## config.mk

```make
export PLATFORM = sky130hd
export DESIGN_NAME = dm_port_arbiter_flat
export DESIGN_NICKNAME = d
export VERILOG_FILES = /design/src/rtl/dm_arb_pkg.sv /design/src/rtl/dm_port_arbiter_if.sv /design/src/rtl/dm_lane_align.sv /design/src/rtl/dm_port_arbiter.sv /design/src/flat_wrapper.sv
export SDC_FILE = /design/constraint.sdc
export NUM_CORES = 1
export LEC_CHECK = 0
export CORE_MARGIN = 10
export CORE_UTILIZATION = 43
export DETAILED_ROUTE_END_ITERATION = 8
export GPL_ROUTABILITY_DRIVEN = 0
export HOLD_SLACK_MARGIN = 0.1
export PLACE_DENSITY = 0.88
export SYNTH_ARGS = -nofsm -noshare
export SYNTH_HDL_FRONTEND = slang
export SYNTH_HIERARCHICAL = 1
export SYNTH_SLANG_ARGS = --single-unit
```

## constraint.sdc

```tcl
create_clock -name clk -period 9 [get_ports clk]
set_clock_uncertainty 0.1 [all_clocks]
set_input_delay 1.8 -clock clk [delete_from_list [all_inputs] [get_ports clk]]
set_output_delay 1.8 -clock clk [all_outputs]
set_load 0.1 [all_outputs]
```

## src/rtl/dm_arb_pkg.sv

```systemverilog
// Shared encodings for the data-memory port arbiter: access sizes, FSM states, byte-enable patterns.
// Latency: n/a (types and constants only).
// Backpressure: n/a.
package dm_arb_pkg;

  localparam logic [1:0] SZ_BYTE = 2'b00;
  localparam logic [1:0] SZ_HALF = 2'b01;
  localparam logic [1:0] SZ_WORD = 2'b10;

  localparam logic [3:0] BE_WORD    = 4'b1111;
  localparam logic [3:0] BE_HALF_LO = 4'b0011;
  localparam logic [3:0] BE_HALF_HI = 4'b1100;

  typedef enum logic [1:0] {
    IDLE  = 2'd0,
    ISSUE = 2'd1,
    WAIT  = 2'd2,
    RESP  = 2'd3
  } state_t;

endpackage

```

## src/rtl/dm_port_arbiter_if.sv

```systemverilog
// Bundles the two requester ports, their response ports and the memory-array port.
// Latency: n/a (wires only).
// Backpressure: reqN_ready is the only backpressure; responses and memory accesses cannot be stalled.
// Modports: slave = arbiter side, master = requester/memory side.
interface dm_port_arbiter_if #(
  parameter int ADDR_W = 12
);
  logic              req0_valid;
  logic              req0_ready;
  logic              req0_we;
  logic [1:0]        req0_size;
  logic              req0_sext;
  logic [31:0]       req0_addr;
  logic [31:0]       req0_wdata;
  logic [31:0]       req0_pc;
  logic              rsp0_valid;
  logic [31:0]       rsp0_rdata;
  logic              rsp0_err;

  logic              req1_valid;
  logic              req1_ready;
  logic              req1_we;
  logic [1:0]        req1_size;
  logic              req1_sext;
  logic [31:0]       req1_addr;
  logic [31:0]       req1_wdata;
  logic [31:0]       req1_pc;
  logic              rsp1_valid;
  logic [31:0]       rsp1_rdata;
  logic              rsp1_err;

  logic              mem_en;
  logic              mem_we;
  logic [ADDR_W-1:0] mem_addr;
  logic [3:0]        mem_be;
  logic [31:0]       mem_wdata;
  logic [31:0]       mem_rdata;

  modport slave (
    input  req0_valid, req0_we, req0_size, req0_sext, req0_addr, req0_wdata, req0_pc,
    output req0_ready, rsp0_valid, rsp0_rdata, rsp0_err,
    input  req1_valid, req1_we, req1_size, req1_sext, req1_addr, req1_wdata, req1_pc,
    output req1_ready, rsp1_valid, rsp1_rdata, rsp1_err,
    output mem_en, mem_we, mem_addr, mem_be, mem_wdata,
    input  mem_rdata
  );

  modport master (
    output req0_valid, req0_we, req0_size, req0_sext, req0_addr, req0_wdata, req0_pc,
    input  req0_ready, rsp0_valid, rsp0_rdata, rsp0_err,
    output req1_valid, req1_we, req1_size, req1_sext, req1_addr, req1_wdata, req1_pc,
    input  req1_ready, rsp1_valid, rsp1_rdata, rsp1_err,
    input  mem_en, mem_we, mem_addr, mem_be, mem_wdata,
    output mem_rdata
  );

endinterface

```

## src/rtl/dm_lane_align.sv

```systemverilog
// Byte-lane steering for sub-word accesses: byte enables, replicated store data, extended load data.
// Latency: purely combinational.
// Backpressure: none.
// Ports: size/addr_lo/sext/wdata/rword in; be, lane_wdata, rdata, misaligned out.
module dm_lane_align
  import dm_arb_pkg::*;
(
  input  logic [1:0]  size,
  input  logic [1:0]  addr_lo,
  input  logic        sext,
  input  logic [31:0] wdata,
  input  logic [31:0] rword,
  output logic [3:0]  be,
  output logic [31:0] lane_wdata,
  output logic [31:0] rdata,
  output logic        misaligned
);

  logic [7:0]  rbyte;
  logic [15:0] rhalf;

  always_comb begin
    be         = '0;
    lane_wdata = wdata;
    rdata      = '0;
    misaligned = 1'b0;

    case (addr_lo)
      2'd0:    rbyte = rword[7:0];
      2'd1:    rbyte = rword[15:8];
      2'd2:    rbyte = rword[23:16];
      default: rbyte = rword[31:24];
    endcase
    rhalf = addr_lo[1] ? rword[31:16] : rword[15:0];

    case (size)
      SZ_BYTE: begin
        be         = 4'b0001 << addr_lo;
        lane_wdata = {4{wdata[7:0]}};
        rdata      = {{24{sext & rbyte[7]}}, rbyte};
      end
      SZ_HALF: begin
        be         = addr_lo[1] ? BE_HALF_HI : BE_HALF_LO;
        lane_wdata = {2{wdata[15:0]}};
        rdata      = {{16{sext & rhalf[15]}}, rhalf};
        misaligned = addr_lo[0];
      end
      SZ_WORD: begin
        be         = BE_WORD;
        rdata      = rword;
        misaligned = (addr_lo != 2'b00);
      end
      default: ;  // illegal size is flagged by the caller
    endcase
  end

endmodule

```

## src/rtl/dm_port_arbiter.sv

```systemverilog
// Round-robin arbiter sharing one single-port data memory between the CPU (port 0) and debug/loader (port 1).
// Latency from acceptance: load rsp at +3, store rsp at +2, error rsp at +1; one transaction in flight.
// Backpressure: reqN_ready only in IDLE and only for the winner; requests held by a requester simply wait.
// Ports: clk, reset (async, active-high), bus (dm_port_arbiter_if.slave: req0/1, rsp0/1, mem_*).
// Optional macro DM_ARB_TRACE_EN: prints a store trace line on each store ISSUE cycle.
module dm_port_arbiter
  import dm_arb_pkg::*;
#(
  parameter int ADDR_W = 12
) (
  input  logic                  clk,
  input  logic                  reset,
  dm_port_arbiter_if.slave      bus
);

  state_t            state, state_nxt;
  logic              last_grant;

  logic              any_vld;
  logic              win;
  logic              in_we;
  logic [1:0]        in_size;
  logic              in_sext;
  logic [31:0]       in_addr;
  logic [31:0]       in_wdata;
  logic              in_err;

  logic              lat_port;
  logic              lat_we;
  logic [1:0]        lat_size;
  logic              lat_sext;
  logic [ADDR_W+1:0] lat_addr;
  logic [31:0]       lat_wdata;
  logic [31:0]       rsp_rdata_q;
  logic              rsp_err_q;

  logic [1:0]        al_size;
  logic [1:0]        al_addr_lo;
  logic [3:0]        al_be;
  logic [31:0]       al_wdata;
  logic [31:0]       al_rdata;
  logic              al_misaligned;

  // On a tie the port that did not win last time gets the grant.
  assign any_vld = bus.req0_valid | bus.req1_valid;
  assign win     = (bus.req0_valid & bus.req1_valid) ? ~last_grant : bus.req1_valid;

  assign in_we    = win ? bus.req1_we    : bus.req0_we;
  assign in_size  = win ? bus.req1_size  : bus.req0_size;
  assign in_sext  = win ? bus.req1_sext  : bus.req0_sext;
  assign in_addr  = win ? bus.req1_addr  : bus.req0_addr;
  assign in_wdata = win ? bus.req1_wdata : bus.req0_wdata;

  // One aligner serves both phases: in IDLE it judges the incoming request's alignment,
  // afterwards it steers the latched request onto the memory lanes.
  assign al_size    = (state == IDLE) ? in_size      : lat_size;
  assign al_addr_lo = (state == IDLE) ? in_addr[1:0] : lat_addr[1:0];

  dm_lane_align u_align (
    .size       (al_size),
    .addr_lo    (al_addr_lo),
    .sext       (lat_sext),
    .wdata      (lat_wdata),
    .rword      (bus.mem_rdata),
    .be         (al_be),
    .lane_wdata (al_wdata),
    .rdata      (al_rdata),
    .misaligned (al_misaligned)
  );

  assign in_err = (in_size == 2'b11) | al_misaligned | (|(in_addr >> (ADDR_W + 2)));

  always_ff @(posedge clk or posedge reset) begin
    if (reset) state <= IDLE;
    else       state <= state_nxt;
  end

  always_comb begin
    state_nxt      = state;
    bus.req0_ready = 1'b0;
    bus.req1_ready = 1'b0;
    bus.rsp0_valid = 1'b0;
    bus.rsp0_rdata = '0;
    bus.rsp0_err   = 1'b0;
    bus.rsp1_valid = 1'b0;
    bus.rsp1_rdata = '0;
    bus.rsp1_err   = 1'b0;
    bus.mem_en     = 1'b0;
    bus.mem_we     = 1'b0;
    bus.mem_addr   = '0;
    bus.mem_be     = '0;
    bus.mem_wdata  = '0;

    case (state)
      IDLE: begin
        // Gated by reset so nothing is granted while reset is held.
        bus.req0_ready = any_vld & ~win & ~reset;
        bus.req1_ready = any_vld &  win & ~reset;
        if (any_vld) state_nxt = in_err ? RESP : ISSUE;
      end
      ISSUE: begin
        bus.mem_en    = 1'b1;
        bus.mem_we    = lat_we;
        bus.mem_addr  = lat_addr[ADDR_W+1:2];
        bus.mem_be    = al_be;
        bus.mem_wdata = al_wdata;
        state_nxt     = lat_we ? RESP : WAIT;
      end
      WAIT: state_nxt = RESP;
      RESP: begin
        bus.rsp0_valid = ~lat_port;
        bus.rsp0_rdata = lat_port ? '0 : rsp_rdata_q;
        bus.rsp0_err   = ~lat_port & rsp_err_q;
        bus.rsp1_valid = lat_port;
        bus.rsp1_rdata = lat_port ? rsp_rdata_q : '0;
        bus.rsp1_err   = lat_port & rsp_err_q;
        state_nxt      = IDLE;
      end
      default: state_nxt = IDLE;
    endcase
  end

  always_ff @(posedge clk or posedge reset) begin
    if (reset) begin
      last_grant  <= 1'b1;
      lat_port    <= 1'b0;
      lat_we      <= 1'b0;
      lat_size    <= '0;
      lat_sext    <= 1'b0;
      lat_addr    <= '0;
      lat_wdata   <= '0;
      rsp_rdata_q <= '0;
      rsp_err_q   <= 1'b0;
    end else begin
      if (state == IDLE && any_vld) begin
        last_grant  <= win;
        lat_port    <= win;
        lat_we      <= in_we;
        lat_size    <= in_size;
        lat_sext    <= in_sext;
        lat_addr    <= in_addr[ADDR_W+1:0];
        lat_wdata   <= in_wdata;
        rsp_rdata_q <= '0;
        rsp_err_q   <= in_err;
      end
      if (state == WAIT) rsp_rdata_q <= al_rdata;
    end
  end

`ifdef DM_ARB_TRACE_EN
  logic [31:0] lat_pc;

  always_ff @(posedge clk or posedge reset) begin
    if (reset)                         lat_pc <= '0;
    else if (state == IDLE && any_vld) lat_pc <= win ? bus.req1_pc : bus.req0_pc;
  end

  always_ff @(posedge clk) begin
    if (!reset && state == ISSUE && lat_we)
      $display("@%h: *%h <= %h", lat_pc, {{(30 - ADDR_W){1'b0}}, lat_addr},
               bus.mem_wdata & {{8{al_be[3]}}, {8{al_be[2]}}, {8{al_be[1]}}, {8{al_be[0]}}});
  end
`else
  // The PC inputs only feed the trace; fold them into a sink so they read as intentionally unused.
  logic unused_pc;
  assign unused_pc = ^{bus.req0_pc, bus.req1_pc};
`endif

endmodule

```

## src/flat_wrapper.sv

```systemverilog
// flat-port wrapper written by rule: the top's interface ports become plain ports
module dm_port_arbiter_flat import dm_arb_pkg::*;
#(
  parameter int ADDR_W = 12
)
  (clk, reset, bus_req0_valid, bus_req0_we, bus_req0_size, bus_req0_sext, bus_req0_addr, bus_req0_wdata, bus_req0_pc, bus_req0_ready, bus_rsp0_valid, bus_rsp0_rdata, bus_rsp0_err, bus_req1_valid, bus_req1_we, bus_req1_size, bus_req1_sext, bus_req1_addr, bus_req1_wdata, bus_req1_pc, bus_req1_ready, bus_rsp1_valid, bus_rsp1_rdata, bus_rsp1_err, bus_mem_en, bus_mem_we, bus_mem_addr, bus_mem_be, bus_mem_wdata, bus_mem_rdata);
  dm_port_arbiter_if #(.ADDR_W(ADDR_W)) bus_i ();
  input  logic clk;
  input  logic reset;
  input wire logic [$bits(bus_i.req0_valid)-1:0] bus_req0_valid;
  input wire logic [$bits(bus_i.req0_we)-1:0] bus_req0_we;
  input wire logic [$bits(bus_i.req0_size)-1:0] bus_req0_size;
  input wire logic [$bits(bus_i.req0_sext)-1:0] bus_req0_sext;
  input wire logic [$bits(bus_i.req0_addr)-1:0] bus_req0_addr;
  input wire logic [$bits(bus_i.req0_wdata)-1:0] bus_req0_wdata;
  input wire logic [$bits(bus_i.req0_pc)-1:0] bus_req0_pc;
  output wire logic [$bits(bus_i.req0_ready)-1:0] bus_req0_ready;
  output wire logic [$bits(bus_i.rsp0_valid)-1:0] bus_rsp0_valid;
  output wire logic [$bits(bus_i.rsp0_rdata)-1:0] bus_rsp0_rdata;
  output wire logic [$bits(bus_i.rsp0_err)-1:0] bus_rsp0_err;
  input wire logic [$bits(bus_i.req1_valid)-1:0] bus_req1_valid;
  input wire logic [$bits(bus_i.req1_we)-1:0] bus_req1_we;
  input wire logic [$bits(bus_i.req1_size)-1:0] bus_req1_size;
  input wire logic [$bits(bus_i.req1_sext)-1:0] bus_req1_sext;
  input wire logic [$bits(bus_i.req1_addr)-1:0] bus_req1_addr;
  input wire logic [$bits(bus_i.req1_wdata)-1:0] bus_req1_wdata;
  input wire logic [$bits(bus_i.req1_pc)-1:0] bus_req1_pc;
  output wire logic [$bits(bus_i.req1_ready)-1:0] bus_req1_ready;
  output wire logic [$bits(bus_i.rsp1_valid)-1:0] bus_rsp1_valid;
  output wire logic [$bits(bus_i.rsp1_rdata)-1:0] bus_rsp1_rdata;
  output wire logic [$bits(bus_i.rsp1_err)-1:0] bus_rsp1_err;
  output wire logic [$bits(bus_i.mem_en)-1:0] bus_mem_en;
  output wire logic [$bits(bus_i.mem_we)-1:0] bus_mem_we;
  output wire logic [$bits(bus_i.mem_addr)-1:0] bus_mem_addr;
  output wire logic [$bits(bus_i.mem_be)-1:0] bus_mem_be;
  output wire logic [$bits(bus_i.mem_wdata)-1:0] bus_mem_wdata;
  input wire logic [$bits(bus_i.mem_rdata)-1:0] bus_mem_rdata;
  assign bus_i.req0_valid = bus_req0_valid;
  assign bus_i.req0_we = bus_req0_we;
  assign bus_i.req0_size = bus_req0_size;
  assign bus_i.req0_sext = bus_req0_sext;
  assign bus_i.req0_addr = bus_req0_addr;
  assign bus_i.req0_wdata = bus_req0_wdata;
  assign bus_i.req0_pc = bus_req0_pc;
  assign bus_req0_ready = bus_i.req0_ready;
  assign bus_rsp0_valid = bus_i.rsp0_valid;
  assign bus_rsp0_rdata = bus_i.rsp0_rdata;
  assign bus_rsp0_err = bus_i.rsp0_err;
  assign bus_i.req1_valid = bus_req1_valid;
  assign bus_i.req1_we = bus_req1_we;
  assign bus_i.req1_size = bus_req1_size;
  assign bus_i.req1_sext = bus_req1_sext;
  assign bus_i.req1_addr = bus_req1_addr;
  assign bus_i.req1_wdata = bus_req1_wdata;
  assign bus_i.req1_pc = bus_req1_pc;
  assign bus_req1_ready = bus_i.req1_ready;
  assign bus_rsp1_valid = bus_i.rsp1_valid;
  assign bus_rsp1_rdata = bus_i.rsp1_rdata;
  assign bus_rsp1_err = bus_i.rsp1_err;
  assign bus_mem_en = bus_i.mem_en;
  assign bus_mem_we = bus_i.mem_we;
  assign bus_mem_addr = bus_i.mem_addr;
  assign bus_mem_be = bus_i.mem_be;
  assign bus_mem_wdata = bus_i.mem_wdata;
  assign bus_i.mem_rdata = bus_mem_rdata;
  dm_port_arbiter #(.ADDR_W(ADDR_W)) u_core (.clk(clk), .reset(reset), .bus(bus_i));
endmodule
```

==> results of run 1 <==
-- sequential cells by signal, indices dropped and copies added, names as in the netlist --
signal,count
u_core/lat_addr,14
u_core/lat_wdata,32
u_core/lat_port,1
u_core/rsp_rdata_q,32
u_core/lat_size,2
u_core/lat_we,1
u_core/state,2
u_core/rsp_err_q,1
u_core/lat_sext,1
u_core/last_grant,1
-- area by class of cell --
cell class                      instances  area [um^2]  share of cell area
Tap cell                              184        230.2             0.02435
Clock buffer                           12        266.5             0.02819
Timing Repair Buffer                  304         2940              0.3111
Clock inverter                          4        52.55            0.005559
Inverter                                8        31.28            0.003309
Multi-Input combinational cell        571         3754              0.3971
Sequential cell                        87         2178              0.2304
-- cell usage after synthesis (5+ instances only) --
library cell	n	area (um^2)
nor4_1	7	43.79
inv_1	8	30.03
buf_4	10	75.07
clkbuf_1	42	157.7
o21ai_0	58	290.3
a311oi_1	16	140.1
dfrtp_1	86	2152
a21oi_1	41	205.2
and2_1	84	525.5
ha_1	8	100.1
buf_6	5	56.30
nand2_1	125	469.2
and3_1	34	212.7
buf_2	21	105.1
nor2_1	12	45.04
mux2_2	38	427.9
mux2i_1	24	240.2
a22o_1	60	525.5
a22oi_1	30	225.2
-- how the worst min path moves through the flow --
stage	start	endpoint	slack, ps	cells after the start
6_report	u_core/lat_addr[7]$_DFFE_PP0P_	u_core/lat_addr[7]$_DFFE_PP0P_	370	2
2_1_floorplan	u_core/lat_addr[10]$_DFFE_PP0P_	u_core/lat_addr[10]$_DFFE_PP0P_	340	2
3_3_place_gp	u_core/lat_addr[12]$_DFFE_PP0P_	u_core/lat_addr[12]$_DFFE_PP0P_	360	2
4_1_cts	u_core/lat_addr[7]$_DFFE_PP0P_	u_core/lat_addr[7]$_DFFE_PP0P_	380	2
3_5_place_dp	u_core/lat_addr[7]$_DFFE_PP0P_	u_core/lat_addr[7]$_DFFE_PP0P_	360	2
5_1_grt	u_core/lat_addr[4]$_DFFE_PP0P_	u_core/lat_addr[4]$_DFFE_PP0P_	400	2
-- critical path, delay by kind of cell --
kind	cells	cell delay [ps]
adder cells (fa/ha/maj)	1	490
AND/OR/NAND/NOR	2	900
multiplexers	2	550
AO/OA/AOI/OAI	2	560
buffers and inverters	3	910
-- layer usage --
metal  GRT usage  vias up  share of wire
li1            -     3128              -
met1      0.2525     3120           0.36
met2      0.3800      362           0.49
met3     0.08511       52           0.12
met4     0.09414        2          0.031
met5           0        -        0.00072
-- kinds of logic after synthesis --
family / count (synthesis) / synth area share
fa+ha+maj: 8 / 0.01578
flops: 87 / 0.3435
buf+inv: 90 / 0.06924
simple gates: 279 / 0.2233
compound gates: 220 / 0.2381
mux: 64 / 0.1101
-- where the power goes --
| part | switching, mW | internal, mW |
|---|---|---|
| logic | 1.74 | 0.791 |
| registers | 0.161 | 0.566 |
| clock network | 0.160 | 0.239 |
| total | 2.06 | 1.60 |
-- cell usage in the layout (no fill, tap or decap), types with 2 or more instances in the layout --
cell type        netlist  routed
and3_1                34      34
nor4_1                 7       7
nor2_2                 2       2
a21oi_2                0       2
nor2b_1                4       4
ha_1                   8       7
a21oi_1               41      39
inv_1                  8       7
nand3_1                2       2
o21ai_1                4       3
a22o_1                60      60
a22oi_1               30      30
mux2_4                 2       2
a311oi_1              16      16
clkinv_2               0       2
clkdlybuf4s50_1        0     263
mux2_2                38      38
clkinv_4               0       2
buf_4                 10      41
clkbuf_8               0       3
dfrtp_1               86      86
nor2_1                12      12
o21ai_0               58      58
a31oi_1                3       3
nand2_1              125     125
clkbuf_16              0       9
mux2i_1               24      24
and2_1                84      84
-- metrics by stage --
| stage | hold slack, ps | setup slack (ps) | utilization |
|---|---|---|---|
| floorplan | 341.8 | 2746 | - |
| global placement | 355.0 | 1888 | 0.6308 |
| detailed placement | 363.8 | 1857 | 0.6308 |
| CTS | 378.1 | 1860 | 0.6529 |
| global route | 402.9 | 1635 | 0.6529 |
| finish | 374.6 | 1868 | 0.6529 |
==> results.yml, run 1 <==
job:
  drv_cap: 0
timing:
  tightestPinTransition_ps: 1044
  min_period_ps: 7132
  drv_slew: 0
  min_period_over_period: 0.7925
  rsz0062_at_grt: "false"
  final-setup-viol-count: 0
  slew-limit-headroom: 0.3033
  fmax_mhz: 140.2
  fin_tns_setup_ps: 0
  finalHoldViolations: 0
logic_synthesis:
  syn-cell-area_um2: 6342
  ys_seq_area_frac: 0.3435
  syn_area_per_cell_um2: 8.479
  synth_edf_count: 0
  post_synth_num_cell_types: 44
  async_flop_share: 1.000
  synthesis.nets: 992
  syn_inst: 748
  ys_ff_latch: 87
  yosysWarnings: 6
  ys.flop_type: "dfrtp_1"
global_routing:
  grt-ovfl-total: 0
  grt_pass1_vias: 6697
  gr-usage-all-layers: 0.2263
  grt_max_degree: 65
  grt_first_pass_wirelength_um: 36430
  antenna_found_initial: 1
clock_network:
  cts_resized: 0
  cts_tree: "built"
  ctsHoldBuffers: 0
  cts_setup_buffers: 0
  htreeDepth: 3
  clock_path_buffers: 2
  cts.clk_slew.worst_paths_ps: 60
  cts_root_buf: "clkbuf_16"
  cts.sinks: 87
  clock_latency_ps: 340
  cts_made_buffers: 9
die:
  die_h_um: 141.4
  die_x_um: 141.4
  die_area_um2: 20010
  start_util: 0.4380
  coreArea_um2: 14480
  core.rowCount: 44
  ios: 356
cells_and_area:
  layout.nets: 1225
  n_antenna_cell: 0
  area_growth_pct: 49.04
  drive_above_1_share: 0.1126
  instances_no_fill: 1170
  design_area_um2: 9453
  fill_cells: 1204
route:
  drtPass1Iterations: 5
  vias: 6664
  drt-wirelength-per-cell_um: 20.08
  drt_iter0_drc: 556
  viasPerCell: 5.696
  drt_wl_total_um: 23490
  ant_nets: 0
  drc_errors: 0
worst_hold_path:
  hold_path_class: "reg2reg"
setup_path:
  crit_end: "bus_mem_wdata[16]"
  rrSetupSlack_ps: 5050
  start_kind: "input port"
  worstPathMaxFanout: 24
  end_kind: "output port"
  worstSetupStartpoint: "bus_req1_valid"
  slowest_delay_ps: 740
  rr_endpoint: "u_core/rsp_rdata_q[28]$_DFFE_PP0P_"
  crit_required_ps: 7100
  cp.arrival_ps: 5230
  worstSetupPathType: "in2out"
  r2r.worst_path.cells: 11
  r2r_start: "u_core/state[0]$_DFFE_PP0P_"
  worstPathCellList: "clkdlybuf4s50_1 -> a21boi_4 -> mux2i_1 -> a21oi_1 -> inv_1 -> ha_1 -> nor2_2 -> mux2_2 -> and2_1 -> buf_4"
  slowest_stage: "nor2_2"
power:
  power_density_nw_per_um2: 386.9
  cellLeakagePower_nw: 4.065
  ir_worst_vdd_uv: 297.5
  fin_total_pwr_mw: 3.658
placement:
  dp_hpwl_um: 17680
  port_buffers: 291
  dpl_cell_area_um2: 9134
  numPlacedInstances: 1154
status:
  status: "finished clean"
(Power assumes the default switching activity.)
==> run 2: changes to the inputs <==
CORE_UTILIZATION = 36   (was 43)
PLACE_DENSITY = 0.78   (was 0.88)
clock period = 6.1 ns   (was 9 ns; I/O delays follow)
==> run 2 against run 1 <==
Final area up 4.5%. Via count down 2.6%. Global-route usage down 2.9 points. Setup slack worse by 1200 ps. Sequential power up 44%. Power up 54%. First-iteration DRC count down 38%. Critical path type unchanged. Highest routed layer is now met4.
==> results.yml, run 2 (synthesis results as in run 1) <==
status:
  status: "finished clean"
route:
  drt-wirelength-per-cell_um: 19.75
  drc_errors: 0
  drt_wl_total_um: 24000
  drtPass1Iterations: 5
  ant_nets: 0
  drt_iter0_drc: 346
  viasPerCell: 5.342
  vias: 6490
timing:
  min_period_ps: 5404
  fin_ws_ps: 695.7
  rsz0062_at_grt: "false"
  fin_tns_setup_ps: 0
  drv_slew: 0
  fmax_mhz: 185.0
  finalHoldViolations: 0
  slew-limit-headroom: 0.3101
  min_period_over_period: 0.8860
  final-setup-viol-count: 0
  tightestPinTransition_ps: 1034
die:
  core.rowCount: 48
  die_x_um: 152.7
  coreArea_um2: 17300
  start_util: 0.3667
  die_area_um2: 23330
  ios: 356
  die_h_um: 152.7
clock_network:
  cts.clk_slew.worst_paths_ps: 60
  cts_made_buffers: 9
  htreeDepth: 3
  cts.sinks: 87
  cts_tree: "built"
  cts_setup_buffers: 0
  clock_latency_ps: 340
  cts_resized: 0
  clock_path_buffers: 2
  cts_root_buf: "clkbuf_16"
  ctsHoldBuffers: 0
power:
  pwr-share-seq: 0.186
  cellLeakagePower_nw: 4.174
  pwr-share-clk: 0.103
  power_density_nw_per_um2: 569.9
  combPwrFrac: 0.711
  p_int_mw: 2.558
  fin_total_pwr_mw: 5.631
  ir_worst_vdd_uv: 357.3
  swShare: 0.5457
  switching_power_mw: 3.073
setup_path:
  path_common_cell: "a21oi_1"
  r2r.worst_path.cells: 12
  cp.buffers_inverters: 4
  rr_endpoint: "u_core/rsp_rdata_q[25]$_DFFE_PP0P_"
  crit_required_ps: 4780
  cp.arrival_ps: 4080
  worstPathCellList: "clkdlybuf4s50_1 -> a21boi_4 -> mux2i_1 -> a21oi_1 -> inv_1 -> ha_1 -> buf_4 -> o21ai_0 -> a21oi_1 -> and2_1 -> buf_12"
  start_kind: "input port"
  worstPathMaxFanout: 25
  end_kind: "output port"
  rrSetupSlack_ps: 2650
  slowest_stage: "clkdlybuf4s50_1"
  path_delay_family: "buffers and inverters"
  slowest_delay_ps: 600
  r2r_start: "u_core/state[0]$_DFFE_PP0P_"
  worstSetupPathType: "in2out"
global_routing:
  grt_pass1_vias: 6539
  grt_first_pass_wirelength_um: 37360
  use_met1: 0.2162
  grt-ovfl-total: 0
  gr-usage-all-layers: 0.1972
  met3_usage: 0.09314
  grt_use_met2: 0.3350
  grt_max_degree: 76
  antenna_found_initial: 0
  grt_busiest_layer: "met2"
cells_and_area:
  final_common_cell: "clkdlybuf4s50_1"
  top_regs: "u_core/lat_wdata (32), u_core/rsp_rdata_q (32), u_core/lat_addr (14)"
  fill_cells: 1581
  area_growth_pct: 55.79
  n_antenna_cell: 0
  layout.nets: 1229
  drive_above_1_share: 0.1242
  mostFrequentLayoutCells: "clkdlybuf4s50_1 (258), nand2_1 (125), dfrtp_1 (86)"
placement:
  dp_hpwl_um: 18320
  dp_slack_ps: 685.6
  port_buffers: 291
worst_hold_path:
  hold_start: "u_core/lat_addr[3]$_DFFE_PP0P_"
  holdPathEnd: "u_core/lat_addr[3]$_DFFE_PP0P_"
  hold_depth: 2
  hold_path_class: "reg2reg"
job:
  drv_cap: 0
run 2: cell count changes in the layout (fill, tap and decap cells not counted), sizes merged:
cell	before	now
buf	41	50
clkdlybuf4s50	263	258
clkinv	4	3
inv	7	8
run 2: metrics by stage:
stage                     cell area [um^2]  cells  hold WS [ps]  utilization
after floorplan                       6342    748         341.8            -
final                                 9881   1215         370.1       0.5713
after global placement                9562   1199         354.8       0.5528
after detailed placement              9562   1199         362.7       0.5528
after CTS                             9881   1215         376.9       0.5713
after global routing                  9881   1215         403.6       0.5713
run 2: per-layer routing:
metal  share of wire  routed length (um)
met1            0.38                9106
met5               0                   0
met3            0.12                2822
met4           0.013                 316
met2            0.49               11750
run 2: how the worst max path moves through the flow:
stage / from / to / slack, ps / cells past startpoint
finish: bus_req1_valid / bus_mem_be[2] / 700 / 11
global route: bus_req1_valid / bus_mem_be[2] / 460 / 11
CTS: bus_req1_valid / bus_mem_be[2] / 670 / 11
detailed placement: bus_req1_valid / bus_mem_be[2] / 690 / 11
global placement: bus_req1_valid / bus_mem_be[3] / 710 / 12
floorplan: bus_req1_valid / bus_mem_wdata[25] / 1010 / 12
run 2: power by group through the flow:
stage	Clock, mW	Combinational (mW)	Sequential, mW
after global placement	0	3.96	1.04
after global routing	0.622	4.30	1.08
after CTS	0.599	4.02	1.04
final	0.582	4.00	1.05
after detailed placement	0	4.01	1.05
after floorplan	0	3.01	0.963
run 2: tightest hold or removal path: stages, from the launching register on:
cell	delay, ps
dfrtp_1	330
nand2_1	40
o21ai_0	60
run 2: area by class of cell:
cell class	count	area, um^2	share of cell area
tap	225	281.5	0.02849
multi-input combinational	571	3761	0.3807
clock inverter	4	52.55	0.005318
timing repair buffer	308	3308	0.3348
inverter	8	32.53	0.003292
clock buffer	12	266.5	0.02697
sequential	87	2178	0.2205
==> run 3: changes to the inputs <==
CORE_UTILIZATION = 43   (was 36)
PLACE_DENSITY = 0.88   (was 0.78)
RECOVER_POWER = 100   (was default)
clock period = 6.85 ns   (was 6.1 ns; I/O delays follow)
==> run 3 against run 2 <==
The run now ends with max-capacitance violations, max-slew violations left. Setup slack worse by 96 ps. Die area shrank 14%. Combinational power fell by 15%. Routed wire length down 1.4%. Register-to-register slack worse by 490 ps. Largest cell class unchanged. Highest routed layer is now met5.
==> results.yml, run 3 (synthesis results as in run 1) <==
route:
  drtPass1Iterations: 5
  ant_nets: 0
  drc_errors: 0
  drt_wl_total_um: 23670
  drt_iter0_drc: 507
  vias: 6610
  drt-wirelength-per-cell_um: 20.20
  viasPerCell: 5.640
timing:
  rsz0062_at_grt: "false"
  final-setup-viol-count: 0
  drv_slew: 221
  min_period_ps: 6251
  min_period_over_period: 0.9125
  fin_ws_ps: 599.2
  tightestPinTransition_ps: 2457
  fmax_mhz: 160.0
  fin_tns_setup_ps: 0
  slew-limit-headroom: -0.6470
  finalHoldViolations: 0
clock_network:
  cts.sinks: 87
  cts_tree: "built"
  cts_setup_buffers: 0
  cts_resized: 0
  cts_root_buf: "clkbuf_16"
  cts.clk_slew.worst_paths_ps: 60
  clock_path_buffers: 2
  cts_made_buffers: 9
  htreeDepth: 3
  ctsHoldBuffers: 0
  clock_latency_ps: 350
global_routing:
  grt_pass1_vias: 6696
  grt_max_degree: 65
  grt_first_pass_wirelength_um: 36980
  grt-ovfl-total: 0
  gr-usage-all-layers: 0.2304
  antenna_found_initial: 1
setup_path:
  r2r_start: "u_core/state[0]$_DFFE_PP0P_"
  start_kind: "input port"
  worstPathMaxFanout: 31
  worstSetupPathType: "in2out"
  end_kind: "output port"
  crit_required_ps: 5380
  worstSetupStartpoint: "bus_req1_valid"
  cp.arrival_ps: 4780
die:
  die_h_um: 141.4
  die_area_um2: 20010
  die_x_um: 141.4
  coreArea_um2: 14480
  core.rowCount: 44
  ios: 356
  start_util: 0.4380
placement:
  port_buffers: 291
  dp_hpwl_um: 18200
  dp_slack_ps: 1071
cells_and_area:
  top_regs: "u_core/lat_wdata (32), u_core/rsp_rdata_q (32), u_core/lat_addr (14)"
  multi_input_area_um2: 3720
  fill_cells: 1165
  layout.nets: 1228
  drive_above_1_share: 0.1043
  area_growth_pct: 50.60
  final_common_cell: "clkdlybuf4s50_1"
  mostFrequentLayoutCells: "clkdlybuf4s50_1 (169), nand2_1 (125), dlygate4sd3_1 (93)"
  n_antenna_cell: 0
  ff_latch_area_um2: 2178
power:
  cellLeakagePower_nw: 4.359
  ir_worst_vdd_uv: 321.5
  power_density_nw_per_um2: 504.9
job:
  drv_cap: 5
status:
  violations: "max-capacitance violations, max-slew violations"
  status: "finished with violations"
worst_hold_path:
  hold_start: "u_core/lat_addr[5]$_DFFE_PP0P_"
  hold_path_class: "reg2reg"
[run 3: cell types whose count changed in the layout (fill, tap and decap cells not counted), moves of 4 or more]
cell	before	now
clkbuf_1	0	6
clkbuf_2	0	14
clkdlybuf4s50_1	258	169
buf_4	22	10
buf_12	28	16
o21ai_0	58	62
dlygate4sd3_1	0	93
[run 3: layer usage]
metal / share of wire / GRT usage / vias to the layer above
met5: 0.00072 / 0 / -
met4: 0.029 / 0.08930 / 2
met3: 0.11 / 0.09680 / 44
met2: 0.49 / 0.3925 / 326
met1: 0.36 / 0.2485 / 3095
li1: - / - / 3143
[run 3: path summary, 6_finish.rpt]
kind | end | slack [ps] | cells past startpoint
worst min register to register | u_core/lat_addr[5]$_DFFE_PP0P_ | 370 | 2
worst max-delay path | bus_mem_wdata[11] | 600 | 11
worst max register to register | u_core/state[0]$_DFFE_PP0P_ | 2160 | 9
worst min-delay path | u_core/lat_addr[5]$_DFFE_PP0P_ | 370 | 2
max in group asynchronous | u_core/lat_we$_DFFE_PP0P_ | 1810 | 3
min in group asynchronous | u_core/lat_addr[8]$_DFFE_PP0P_ | 2110 | 2
[run 3: where the power goes]
| group | total [mW] | internal [mW] | switching, mW |
|---|---|---|---|
| registers | 0.956 | 0.745 | 0.211 |
| logic | 3.39 | 1.09 | 2.30 |
| clock network | 0.482 | 0.274 | 0.208 |
[run 3: final cells by class]
class,instances,share of cell area
Clock inverter,2,0.001572
Multi-Input combinational cell,571,0.3894
Sequential cell,87,0.2281
Tap cell,184,0.02410
Timing Repair Buffer,307,0.3253
Clock buffer,13,0.02829
Inverter,8,0.003275
[run 3: worst max-delay path, stage by stage]
cell and delay (ps):
dlygate4sd3_1 590, a21boi_0 500, mux2i_1 310, a21oi_1 150, inv_1 120, ha_1 190
clkbuf_2 560, nand2b_1 360, a22o_1 220, and2_0 210, buf_12 200
[run 3: per-stage QoR]
step	area, um^2	total power, mW	util	std cells	hold slack [ps]
after detailed placement	9504	4.486	0.6564	1157	362.7
after floorplan	6342	3.537	-	748	341.8
after global placement	9504	4.414	0.6564	1157	353.7
final	9552	4.823	0.6597	1172	372.9
after CTS	9789	4.978	0.6761	1172	376.3
after global routing	9552	5.112	0.6597	1172	410.7
